--- config.mk ---
export PLATFORM = sky130hd
export DESIGN_NAME = ivl_uvm_ovl_no_trans_multi
export DESIGN_NICKNAME = d
export VERILOG_FILES = /design/src/rtl/ivl_uvm_ovl_no_trans_multi.sv
export SDC_FILE = /design/constraint.sdc
export NUM_CORES = 1
export LEC_CHECK = 0
export BUFFER_PORTS_ARGS = -buffer_cell sky130_fd_sc_hd__buf_4
export CAP_MARGIN = 25
export CORE_MARGIN = 1.5
export CORE_UTILIZATION = 32
export CTS_CLUSTER_SIZE = 12
export DETAILED_ROUTE_END_ITERATION = 16
export GPL_ROUTABILITY_DRIVEN = 0
export GPL_TIMING_DRIVEN = 1
export PLACE_DENSITY = 0.51
export SLEW_MARGIN = 20
export SYNTH_ARGS = -nofsm -noshare
export SYNTH_HDL_FRONTEND = slang
export SYNTH_SLANG_ARGS = --single-unit
export TNS_END_PERCENT = 30
--- constraint.sdc ---
create_clock -name clock -period 1.6 [get_ports clock]
set_input_delay 0.16 -clock clock [delete_from_list [all_inputs] [get_ports clock]]
set_output_delay 0.16 -clock clock [all_outputs]
set_load 0.02 [all_outputs]
--- src/rtl/ivl_uvm_ovl_no_trans_multi.sv ---
// Multi-rule forbidden-transition checker: flags next_state seen within WINDOW cycles of start_state.
// Optional X/Z detection on test_expr is enabled by defining OVL_NO_TRANS_MULTI_XCHECK_EN.
module ivl_uvm_ovl_no_trans_multi #(
  parameter int WIDTH     = 2,
  parameter int NUM_RULES = 4,
  parameter int WINDOW    = 1,
  parameter int CNT_W     = 8,
  parameter int STAMP_W   = 16,
  localparam int RW       = (NUM_RULES > 1) ? $clog2(NUM_RULES) : 1
) (
  input  logic                       clock,
  input  logic                       reset,
  input  logic                       enable,
  input  logic [WIDTH-1:0]           test_expr,
  input  logic [NUM_RULES*WIDTH-1:0] start_state,
  input  logic [NUM_RULES*WIDTH-1:0] next_state,
  input  logic [NUM_RULES-1:0]       rule_en,
  input  logic                       clear,
  output logic [NUM_RULES-1:0]       fire,
  output logic [CNT_W-1:0]           fail_count,
  output logic                       first_valid,
  output logic [RW-1:0]              first_rule,
  output logic [STAMP_W-1:0]         first_stamp,
  output logic                       fire_x
);

  localparam int CW = (WINDOW > 1) ? $clog2(WINDOW + 1) : 1;
  localparam logic [CW-1:0] WIN_VAL = CW'(WINDOW);

  logic [STAMP_W-1:0]   stamp_reg;
  logic [NUM_RULES-1:0] fire_reg;
  logic [NUM_RULES-1:0] viol;
  logic [CNT_W-1:0]     fail_count_reg;
  logic                 first_valid_reg;
  logic [RW-1:0]        first_rule_reg;
  logic [STAMP_W-1:0]   first_stamp_reg;
  logic                 fire_x_reg;
  logic                 x_event;
  logic                 any_viol;
  logic [RW-1:0]        low_idx;

`ifdef OVL_NO_TRANS_MULTI_XCHECK_EN
  assign x_event = enable && $isunknown(test_expr);
`else
  assign x_event = 1'b0;
`endif

  genvar gi;
  generate
    for (gi = 0; gi < NUM_RULES; gi++) begin : g_rule
      logic [CW-1:0] cnt_reg;

      // A violation leaves the window running; only a fresh start reloads it.
      assign viol[gi] = enable && rule_en[gi] && !x_event && (cnt_reg != '0) &&
                        (test_expr == next_state[gi*WIDTH +: WIDTH]);

      always_ff @(posedge clock) begin
        if (reset) begin
          cnt_reg <= '0;
        end else if (enable) begin
          if (!rule_en[gi]) begin
            cnt_reg <= '0;
          end else if (!x_event) begin
            if (test_expr == start_state[gi*WIDTH +: WIDTH])
              cnt_reg <= WIN_VAL;
            else if (cnt_reg != '0)
              cnt_reg <= cnt_reg - 1'b1;
          end
        end
      end
    end
  endgenerate

  assign any_viol = |viol;

  always_comb begin
    low_idx = '0;
    for (int i = NUM_RULES - 1; i >= 0; i--)
      if (viol[i]) low_idx = RW'(i);
  end

  always_ff @(posedge clock) begin
    if (reset) begin
      stamp_reg  <= '0;
      fire_reg   <= '0;
      fire_x_reg <= 1'b0;
    end else begin
      stamp_reg  <= stamp_reg + 1'b1;
      fire_reg   <= viol;
      fire_x_reg <= x_event;
    end
  end

  // Clear beats a simultaneous violation for the count and capture, but not for fire.
  always_ff @(posedge clock) begin
    if (reset || clear) begin
      fail_count_reg  <= '0;
      first_valid_reg <= 1'b0;
      first_rule_reg  <= '0;
      first_stamp_reg <= '0;
    end else begin
      if ((any_viol || x_event) && (fail_count_reg != '1))
        fail_count_reg <= fail_count_reg + 1'b1;
      if (!first_valid_reg && any_viol) begin
        first_valid_reg <= 1'b1;
        first_rule_reg  <= low_idx;
        first_stamp_reg <= stamp_reg;
      end
    end
  end

  assign fire        = fire_reg;
  assign fail_count  = fail_count_reg;
  assign first_valid = first_valid_reg;
  assign first_rule  = first_rule_reg;
  assign first_stamp = first_stamp_reg;
  assign fire_x      = fire_x_reg;

endmodule
==> flow_summary.ini <==
[clock_tree]
numClockSinks = 51
cts_tree = yes
clk_latency_ns = 0.31
cts-root-buf = clkbuf_8
cts_buffer_depth = 2
ctsHoldBuffers = 0
numCtsBuffers = 5
htreeDepth = 2
path_clk_slew_ns = 0.10

[die]
die_w_um = 86.4
rows = 30
dieHeight_um = 86.4
die-area_sq_um = 7460
start_util_pct = 32.9
core_sq_um = 6760
ios = 58

[run]
max_cap_viol_count = 0

[worst_setup_path]
cp.required_ns = 1.85
cp-end-kind = register
worstSetupPathType = reg -> reg
slowest_delay_ns = 0.47
crit_family = simple AND/OR/NAND/NOR gates
cp_cell_sequence = and3_1, and3_1, and2_4, or4_1, a21oi_1
slowest_stage = or4_1
cp.arrival_ns = 1.81
path_buf_inv = 0
worstPathMaxFanout = 5
critPathMostFrequentCell = and3_1
cp-start-kind = register

[finish]
multi_input_area_sq_um = 1140
syn2layout_area_growth_pct = 33.8
regArea_sq_um = 1020
final_nets = 353
final_cells = 406
fillers = 706
drive_gt1_share_pct = 29.8
n_antenna_cell = 0

[timing]
setup_ws_ns = 0.0336
min_period_ns = 1.57
drv_slew = 0
finalHoldViolCount = 0
setup_violations = 0
rsz0062_at_grt = true
fmax_ghz = 0.638
finalCritPeriodShare_pct = 97.9
skew_ns = 0.0117

[route]
drt-initial-drc-count = 76
dr.pass1.iters = 4
avgViaCountPerCell = 4.87
drc = 0
ant_nets = 0
num_vias = 1979
drt-total-wl_mm = 4.84
wire_per_inst_um = 11.9

[yosys]
postSynthCellCount = 258
async_flop_share_pct = 0
yosysSeqAreaShare_pct = 45.9
synth_top_area_share_pct = 45.9
synth_commonest_cells = dfxtp_1 (51), nand3_1 (26), nor2_1 (26), nand2_1 (22)
synth_nets = 286
synth.area.top_cells = dfxtp_1 (46%), xnor2_1 (8.3%), nand3_1 (5.9%)
synth_edf_count = 0
ys_seq_elements = 51
synth_ff_type = dfxtp_1
yosysMostFrequentCell = dfxtp_1
syn_area_sq_um = 2220
yosysTopAreaCell = dfxtp_1
avgSynthCellArea_sq_um = 8.62
synth_warnings = 0
yosysUniqueCellTypes = 35

[power_and_ir_drop]
power_w = 0.00240
powerDensity_nw_per_um2 = 805
ir_drop_uv = 393
p_leak_nw = 1.17

[grt]
gr-total-overflow = 0
grt_pass1_vias = 1794
antenna_found_initial = 0
grt_first_pass_wirelength_mm = 8.06
grt_usage_pct = 13.6
grt_max_degree = 35

[place]
dp_hpwl_mm = 3.55
dp.cells = 398
numPortBuffers = 56
preCtsSetupSlack_ns = -0.00159

[run_status]
outcome = finished, final reports clean

[worst_hold_path]
hold_class = in -> reg
[repair_timing]
action	in CTS	in global routing
gates resized for setup	0	5
endpoints found under the hold margin	0	0
setup buffers	0	0
setup endpoints to repair	0	4
[cell families (layout without fill, tap and decap cells)]
group,count (synthesis),after routing,synth area share (%)
XOR/XNOR,29,29,11.4
AND/OR/NAND/NOR,117,117,26.9
buffers and inverters,16,84,4.16
other,1,1,0.169
AO/OA/AOI/OAI,42,42,10.3
adder cells (fa/ha/maj),2,2,1.13
flip-flops,51,51,45.9
[area by class of cell]
cell class                 count  share of cell area, %
inverter                       1                  0.126
clock inverter                 3                   1.60
timing repair buffer          75                   19.8
clock buffer                   5                   2.31
tap                           80                   3.36
multi-input combinational    191                   38.4
sequential                    51                   34.4
[worst paths after layout]
check	from	endpoint	slack (ns)	cells after the start
max	fail_count[4]	fail_count[3]	0.03	5
min reg2reg	first_stamp[13]	first_stamp[13]	0.46	2
min	reset	fire[1]	0.07	2
max reg2reg	fail_count[4]	fail_count[3]	0.03	5
[power by group]
part	total [W]	switching [W]	internal, W
logic	0.000181	0.0000866	0.0000946
clock network	0.000930	0.000456	0.000475
registers	0.00128	0.00000735	0.00128
total	0.00240	0.000550	0.00185
[metrics by stage]
step	util (%)	setup TNS, ns	hold WS [ns]	area (sq um)
2_1_floorplan	-	0	0.323	2230
3_3_place_gp	42.0	0	0.398	2840
3_5_place_dp	42.0	-0.00159	0.392	2840
4_1_cts	43.7	0	0.0606	2950
5_1_grt	44.0	-0.0204	0.0694	2980
6_report	44.0	0	0.0654	2980
[per-layer routing]
layer / share of wire [%] / global-route usage (%) / vias to the layer above
met5: 0 / 0 / -
met4: 1.6 / 5.28 / 0
met3: 4.9 / 3.62 / 5
met2: 44 / 22.3 / 40
met1: 49 / 17.1 / 915
li1: - / - / 1019
[cell usage in the layout, fill, tap and decap left out, types with 2 or more instances in the layout]
cell type,n
a21oi_1,15
and3_1,8
buf_12,2
buf_4,73
clkbuf_8,5
dfxtp_1,50
nand2_1,22
nand2b_1,4
nand3_1,26
nand3_2,3
nand4_1,10
nor2_1,24
nor2_2,2
nor3_1,4
o21ai_0,21
o31ai_1,2
or3_1,3
or3_2,2
xnor2_1,21
xor2_1,8
(Power assumes the default switching activity.)
